**src/rtl/proc_input_feeder.sv**
```systemverilog
// Producer side of the processor enter/in1 handshake: a small byte FIFO drained one byte per INPUT visit.
// Optional idle-starvation counter on stall_cycles is enabled by defining FEEDER_STALL_CNT_EN.
module proc_input_feeder #(
    parameter int          DEPTH       = 8,
    parameter logic [3:0]  STATE_INPUT = 4'b1100,
    parameter int          CNT_W       = 4
) (
    input  logic             clock,
    input  logic             reset,
    input  logic             wr_en,
    input  logic [7:0]       wr_data,
    output logic             full,
    output logic             empty,
    output logic [CNT_W-1:0] count,
    output logic             overflow,
    input  logic [3:0]       proc_state,
    input  logic             proc_halt,
    output logic             enter,
    output logic [7:0]       in1,
    output logic [7:0]       consumed,
    output logic [15:0]      stall_cycles
);

    localparam int               AW       = $clog2(DEPTH);
    localparam logic [CNT_W-1:0] FULL_CNT = CNT_W'(DEPTH);

    typedef enum logic [1:0] {
        S_IDLE    = 2'd0,
        S_PRESENT = 2'd1,
        S_HALTED  = 2'd2
    } state_t;

    state_t           r_state, w_state_next;
    logic [7:0]       r_mem [DEPTH];
    logic [AW-1:0]    r_wr_ptr, r_rd_ptr;
    logic [CNT_W-1:0] r_count;
    logic             r_full, r_empty, r_overflow, r_enter;
    logic [7:0]       r_in1, r_consumed;

    logic             w_wr, w_pop, w_present, w_release;
    logic [CNT_W-1:0] w_count_next;

    // A write while full is dropped even if a pop frees a slot in the same cycle.
    assign w_wr         = wr_en && !r_full;
    assign w_count_next = r_count + CNT_W'(w_wr) - CNT_W'(w_pop);

    always_comb begin
        // NOTE: every always_comb output gets a default first, so no path can infer a latch.
        w_state_next = r_state;
        w_pop        = 1'b0;
        w_present    = 1'b0;
        w_release    = 1'b0;
        case (r_state)
            S_IDLE: begin
                if (proc_halt) begin
                    w_state_next = S_HALTED;
                end else if (proc_state == STATE_INPUT && !r_empty) begin
                    w_state_next = S_PRESENT;
                    w_present    = 1'b1;
                end
            end
            S_PRESENT: begin
                if (proc_halt) begin
                    w_state_next = S_HALTED;
                    w_release    = 1'b1;
                end else if (proc_state != STATE_INPUT) begin
                    w_state_next = S_IDLE;
                    w_release    = 1'b1;
                    w_pop        = 1'b1;
                end
            end
            S_HALTED: w_state_next = S_HALTED;
            default:  w_state_next = S_IDLE;
        endcase
    end

    // NOTE: sequential state uses non-blocking assignments so every register sees pre-edge values.
    always_ff @(posedge clock or posedge reset) begin
        if (reset) begin
            r_state    <= S_IDLE;
            r_wr_ptr   <= '0;
            r_rd_ptr   <= '0;
            r_count    <= '0;
            r_full     <= 1'b0;
            r_empty    <= 1'b1;
            r_overflow <= 1'b0;
            r_enter    <= 1'b0;
            r_in1      <= '0;
            r_consumed <= '0;
        end else begin
            r_state <= w_state_next;
            if (w_wr)
                r_wr_ptr <= r_wr_ptr + 1'b1;
            if (w_pop)
                r_rd_ptr <= r_rd_ptr + 1'b1;
            r_count <= w_count_next;
            r_full  <= (w_count_next == FULL_CNT);
            r_empty <= (w_count_next == '0);
            if (wr_en && r_full)
                r_overflow <= 1'b1;
            if (w_present) begin
                r_enter <= 1'b1;
                r_in1   <= r_mem[r_rd_ptr];
            end else if (w_release) begin
                r_enter <= 1'b0;
            end
            if (w_pop)
                r_consumed <= r_consumed + 8'd1;
        end
    end

    // NOTE: storage is not reset; the pointers and count alone define which entries are valid.
    always_ff @(posedge clock) begin
        if (w_wr)
            r_mem[r_wr_ptr] <= wr_data;
    end

`ifdef FEEDER_STALL_CNT_EN
    logic [15:0] r_stall;

    always_ff @(posedge clock or posedge reset) begin
        if (reset)
            r_stall <= '0;
        else if (r_state == S_IDLE && proc_state == STATE_INPUT && r_empty && !proc_halt
                 && r_stall != 16'hFFFF)
            r_stall <= r_stall + 16'd1;
    end

    assign stall_cycles = r_stall;
`else
    assign stall_cycles = '0;
`endif

    assign full     = r_full;
    assign empty    = r_empty;
    assign count    = r_count;
    assign overflow = r_overflow;
    assign enter    = r_enter;
    assign in1      = r_in1;
    assign consumed = r_consumed;

endmodule

```
**config.mk**
```make
export PLATFORM = sky130hd
export DESIGN_NAME = proc_input_feeder
export DESIGN_NICKNAME = d
export VERILOG_FILES = /design/src/rtl/proc_input_feeder.sv
export SDC_FILE = /design/constraint.sdc
export NUM_CORES = 1
export LEC_CHECK = 0
export ABC_AREA = 1
export CAP_MARGIN = 20
export CORE_ASPECT_RATIO = 2
export CORE_MARGIN = 1
export CORE_UTILIZATION = 25
export DETAILED_ROUTE_END_ITERATION = 16
export PLACE_DENSITY = 0.53
export SETUP_SLACK_MARGIN = 0.05
export SLEW_MARGIN = 30
export SYNTH_ARGS = -nofsm -noshare
export SYNTH_HDL_FRONTEND = slang
export SYNTH_SLANG_ARGS = --single-unit
```
**constraint.sdc**
```tcl
create_clock -name clock -period 2.18 [get_ports clock]
set_clock_uncertainty 0.15 [all_clocks]
set_input_delay 0.545 -clock clock [delete_from_list [all_inputs] [get_ports clock]]
set_output_delay 0.545 -clock clock [all_outputs]
set_load 0.05 [all_outputs]
```
==> results of run 1 <==
-- timing repair --
action                     4_1_cts  5_1_grt
hold endpoints to repair         0        0
buffers inserted                 4        1
gates resized for setup         11        4
setup endpoints to repair        4        2
pin swaps                        4        1
-- state kept, by name (all words and copies together), names as in the netlist, 2 cells and up --
register / cells
r_state: 2
count: 4
r_wr_ptr: 3
in1: 8
consumed: 8
r_mem: 64
r_rd_ptr: 3
-- worst max-delay path: stages --
cell             delay (ns)
clkdlybuf4s15_2        0.20
nor2_4                 0.13
nand3_4                0.08
nand2_4                0.08
inv_4                  0.04
ha_4                   0.25
inv_2                  0.04
ha_4                   0.15
fa_2                   0.54
nor2_2                 0.04
nand2_2                0.07
nor2_2                 0.04
-- layout make-up --
cell class | instances | area (sq um) | area share, %
clock inverter | 7 | 102.6 | 1.863
tap | 210 | 262.8 | 4.771
multi-input combinational | 260 | 1336 | 24.26
inverter | 74 | 287.8 | 5.225
sequential | 96 | 2724 | 49.45
clock buffer | 9 | 225.2 | 4.089
timing repair buffer | 68 | 569.3 | 10.34
-- worst paths after layout --
path,end,from,depth (start not counted),slack [ns]
worst max-delay path,full$_DFF_PP0_,proc_state[1],12,0.06
worst max register to register,empty$_DFF_PP1_,r_state[1]$_DFFE_PP0P_,12,0.08
worst min register to register,overflow$_DFFE_PP0P_,overflow$_DFFE_PP0P_,1,0.32
min in group asynchronous,count[2]$_DFF_PP0_,reset,2,0.38
worst min-delay path,overflow$_DFFE_PP0P_,overflow$_DFFE_PP0P_,1,0.32
max in group asynchronous,consumed[6]$_DFFE_PP0P_,reset,3,1.01
-- routing by layer --
layer	routed length, microns	up-vias	track usage, %
met5	0	-	0
met4	123	0	5.166
met3	327	4	1.865
met2	5808	63	22.67
met1	3470	1380	10.43
li1	-	1502	-
-- kinds of logic after synthesis --
| logic type | synth area share, % |
|---|---|
| AND/OR/NAND/NOR | 21.73 |
| flip-flops | 60.79 |
| buffers and inverters | 11.70 |
| AO/OA/AOI/OAI | 1.340 |
| other | 0.08370 |
| XOR/XNOR | 1.955 |
| adder cells (fa/ha/maj) | 2.401 |
-- report_power, final --
part | internal [mW] | switching, mW | leakage (nW)
sequential | 2.21 | 0.115 | 0.987
clock | 1.02 | 0.692 | 0.162
combinational | 0.461 | 0.863 | 1.45
total | 3.69 | 1.67 | 2.59
-- stage by stage --
stage          instances  power, mW  TNS [ns]  setup slack (ns)  cell area, sq um
5_1_grt              724      5.639         0         0.0002143              5508
2_1_floorplan        458      3.263   -0.7090           -0.2526              4572
3_5_place_dp         703      3.640    -10.95           -0.6311              5134
3_3_place_gp         703      3.607    -10.27           -0.5749              5134
6_report             724      5.360         0           0.06403              5508
4_1_cts              723      5.387         0           0.05824              5488
-- cell usage in the layout, fill, tap and decap left out, types with 2 or more instances in the layout --
master,n
buf_12,2
buf_4,51
bufinv_16,2
clkbuf_16,9
clkdlybuf4s50_1,9
conb_1,16
dfrtp_1,31
dlygate4sd2_1,4
edfxtp_1,64
ha_1,5
ha_4,2
inv_1,65
inv_2,4
inv_4,4
inv_6,2
nand2_1,134
nand2_2,3
nand2_4,2
nand3_1,52
nand4_1,2
nor2_1,12
nor2_2,2
nor2_4,4
o21ai_0,6
o21ai_2,2
xnor2_1,5
xor2_1,4
==> results.md, run 1 <==
* Final Max Slew Viols at 0
* Final WL at 9.729 mm
* Fin util at 31.73%
* Setup crit start kind: input pin
* Worst Path Required at 2.26 ns
* Post-synth EDFFs at 64
* Hold violation count in the final report at 0
* Mapped Cells at 443
* Antenna Cells at 0
* RSZ-0062 raised after global routing: true
* Initial Util at about 26%
* Seq/Total Area, Yosys at between 60% and 70%
* Synth top cells by count: 135 x nand2_1, 68 x inv_1, 64 x edfxtp_1
* Mean post-synth cell area at 10.11 sq um
* Vias at roughly 2,900
* Final min period at 2.116 ns
* Port Buffers at 39
* Largest net degree at the start of global routing at 34
* CTS tree: built
* Maximum VDD drop at 0.3997 mV
* Die Height at ~190 microns
* WHS at 0.3165 ns
* Cell variety after synth at 32
* MaxCap Viol Count at 0
* Clk buf depth at 2
* H-tree levels at 3
* Synth top area share at 42.89%
* Post-layout net count at 533
* Clk Latency, worst-skew pair at 0.34 ns
* TritonRoute pass-1 iters at 4
* P_leak at 2.595 nW
* First-pass GRT wire length at 15.68 mm
* Pwr Density at 973.1 mW/mm^2
* Crit path kind: in -> reg
* Die W at approximately 97 microns
* # fillers at about 1,800
* GRT Overall Usage at 11.12%
* #FFs+latches synth at 96
* CTS hold repair buffers at 0
* Die area at 0.01849 sq mm
* RePlAce Congestion at roughly 0.8
* Clk sink count at 96
* Worst EP arrival at around 2.2 ns
* Layout area overhead at 22.93%
* Synth warnings at 0
* Root Buffer: clkbuf_16
* Core Area at 0.01736 sq mm
* Netlist Area Pre-Place at 0.004481 sq mm
* I/O pin total at 56
* Dpl hpwl at 7.146 mm
* Top FF cell, synth: edfxtp_1
* Top post-synthesis cells by area: edfxtp_1 43%, dfrtp_1 17%, nand2_1 11%
* Ys async rst share at 33.33%
* Congestion Overflow GR at 0
* DRC at 0
* Tcrit/Tclk final at 97.06%
* Detail Route Antenna Nets at 0
* Worst min path class: reg -> reg
* Rows at 68
* Top-count cell post-synth: nand2_1
* DRT iter0 DRCs at around 170
* Antenna violations before repair at 0
* Clock transition at path regs at around 0.070 ns
* Final setup fails at 0
* Layout cell share with drive strength beyond 1 at between 10% and 20%
* Crit path capture type: flip-flop
* Routed vias/inst at 4.073
* Crit-path max FO at 2
* CTS buffer count at 9
* Vias in the first global route at 3,009
* Wirelength per Cell at about 13 microns
* Largest area contributor in the netlist: edfxtp_1
* Status: completed
* Maximum clock frequency at between 400 and 500 MHz
Power figures use the tool's default switching activity.
==> run 2: changes to the inputs <==
--- a/config.mk
+++ b/config.mk
@@ -10,6 +10,7 @@
 export CORE_ASPECT_RATIO = 2
 export CORE_MARGIN = 1
 export CORE_UTILIZATION = 25
+export CTS_CLUSTER_DIAMETER = 120
 export DETAILED_ROUTE_END_ITERATION = 16
 export PLACE_DENSITY = 0.53
 export SETUP_SLACK_MARGIN = 0.05
==> results of run 2 <==
Same layout as run 1: the final DEF is identical, and so are final timing and power.
==> run 3: changes to the inputs <==
--- a/config.mk
+++ b/config.mk
@@ -8,11 +8,11 @@
 export ABC_AREA = 1
 export CAP_MARGIN = 20
 export CORE_ASPECT_RATIO = 2
-export CORE_MARGIN = 1
-export CORE_UTILIZATION = 25
+export CORE_MARGIN = 2
+export CORE_UTILIZATION = 50
 export CTS_CLUSTER_DIAMETER = 120
 export DETAILED_ROUTE_END_ITERATION = 16
-export PLACE_DENSITY = 0.53
+export PLACE_DENSITY = 0.85
 export SETUP_SLACK_MARGIN = 0.05
 export SLEW_MARGIN = 30
 export SYNTH_ARGS = -nofsm -noshare
==> results.md, run 3 (synthesis gave the netlist of run 1 again) <==
* Power share of the combinational group at 25.0%
* Worst setup path startpoint: proc_state[2]
* Worst Hold Launch: overflow$_DFFE_PP0P_
* Layout cell share with drive strength beyond 1 at 18.55%
* Status: completed
* Rows at 48
* Commonest non-fill, non-tap cell in the layout: nand2_1
* CP peak stage delay at 0.56 ns
* Vias at around 3,200
* Net Sw Power at about 1.6 mW
* Clk buf depth at 2
* Clock transition at path regs at around 0.06 ns
* Congestion Overflow GR at 0
* Hold violation count in the final report at 0
* R2R Path Start: r_state[0]$_DFFE_PP0P_
* Crit path capture type: flip-flop
* Most frequent cells in the layout: 135 x nand2_1, 65 x inv_1, 64 x edfxtp_1
* CTS buffer count at 9
* Port Buffers at 39
* Clk Latency, worst-skew pair at 0.34 ns
* Crit-path leading delay family: adder cells
* Pwr Density at 989.4 mW/mm^2
* Final Max Slew Viols at 0
* Wirelength per Cell at 15.02 microns
* DRT iter0 DRCs at approximately 240
* Sw frac at between 30% and 40%
* Setup crit start kind: input pin
* CP most frequent cell: ha_4
* Final WL at 9.195 mm
* Worst Path Required at 2.26 ns
* Final setup fails at 0
* TritonRoute pass-1 iters at 5
* P_leak at 2.569 nW
* Core Area at 0.008648 sq mm
* Reg with most FFs: r_mem
* Largest net degree at the start of global routing at 34
* Seq pwr share at 44.3%
* Maximum VDD drop at 0.6815 mV
* Die W at roughly 71 microns
* Critical-path cell list: dlygate4sd2_1 > nand3_4 > nand2_4 > inv_4 > ha_4 > inv_2 > ha_4 > fa_2 > nor2_2 > nand2_1 > nor2_1
* Detail Route Antenna Nets at 0
* GRT Overall Usage at 20.09%
* Routed vias/inst at 5.149
* Clock share of power at a little under a third
* H-tree levels at 3
* Crit path kind: in -> reg
* Crit-path max FO at 2
* Antenna violations before repair at 0
* Vias in the first global route at 3,066
* Tcrit/Tclk final at 99.43%
* Layout area overhead at 18.37%
* Antenna Cells at 0
* Power Internal at 3.638 mW
* Maximum clock frequency at 461.3 MHz
* Worst min path class: reg -> reg
* Clk sink count at 96
* CTS tree: built
* RePlAce Congestion at between 0.8 and 0.9
* Final Total Pwr at 5.248 mW
* RSZ-0062 raised after global routing: true
* Post-layout net count at 531
* Slowest-stage cell, CP: fa_2
* # fillers at 632
* Number of flip-flops under the largest register name at 64
* I/O pin total at 56
* MaxCap Viol Count at 0
* Final min period at 2.168 ns
* Worst EP arrival at 2.25 ns
* DRC at 0
* First-pass GRT wire length at around 15 mm
* Critical path buffers and inverters at 3
* Placed inst area at roughly 0.0050 sq mm
* Dpl hpwl at about 6.4 mm
* Root Buffer: clkbuf_16
* Die Height at ~140 microns
* Initial Util at 51.81%
* Final Cell Area at 0.005304 sq mm
* Die area at ~0.0098 sq mm
run 3: path summary, 6_finish.rpt:
kind	end	slack (ns)	depth (start not counted)
max	full$_DFF_PP0_	0.01	11
min	overflow$_DFFE_PP0P_	0.32	1
max reg2reg	full$_DFF_PP0_	0.06	11
min reg2reg	overflow$_DFFE_PP0P_	0.32	1
max in group asynchronous	empty$_DFF_PP1_	1.09	3
min in group asynchronous	r_state[1]$_DFFE_PP0P_	0.45	3
run 3: layout make-up:
cell class                      count  area [sq um]  share of cell area [%]
Multi-Input combinational cell    260          1331                   25.10
Clock buffer                       12         267.8                   5.048
Timing Repair Buffer               66         519.2                   9.790
Inverter                           74         287.8                   5.426
Tap cell                          100         125.1                   2.359
Clock inverter                      4         48.80                  0.9200
Sequential cell                    96          2724                   51.36
run 3: power by group through the flow:
stage	Combinational, mW	Clock [mW]	Sequential (mW)
floorplan	0.702	0	2.56
global placement	1.21	0	2.35
detailed placement	1.27	0	2.36
CTS	1.29	1.63	2.33
global route	1.42	1.71	2.35
finish	1.31	1.61	2.32
run 3: timing repair:
action,4_1_cts,5_1_grt
buffers inserted,2,4
pin swaps,7,8
hold buffers,0,0
setup endpoints to repair,6,2
resized for setup,13,3
run 3: layer usage:
| layer | share of wire [%] | up-vias | wire, microns | GRT usage, % |
|---|---|---|---|---|
| met2 | 57 | 135 | 5254 | 37.33 |
| met3 | 6.3 | 25 | 577 | 4.433 |
| li1 | - | 1498 | - | - |
| met5 | 0 | - | 0 | 0 |
| met1 | 34 | 1493 | 3089 | 21.02 |
| met4 | 3.0 | 0 | 273 | 9.644 |
run 3: stage by stage:
| step | hold slack, ns | utilization, % | TNS (ns) | std cells | setup WS (ns) |
|---|---|---|---|---|---|
| 6_report | 0.3245 | 61.33 | 0 | 612 | 0.01240 |
| 5_1_grt | 0.3418 | 61.33 | -0.1035 | 612 | -0.07350 |
| 4_1_cts | 0.3411 | 60.95 | 0 | 608 | 0.02224 |
| 3_5_place_dp | 0.3237 | 57.25 | -11.95 | 590 | -0.6487 |
| 3_3_place_gp | 0.2899 | 57.25 | -9.314 | 590 | -0.5784 |
| 2_1_floorplan | 0.3280 | - | -0.7090 | 458 | -0.2526 |
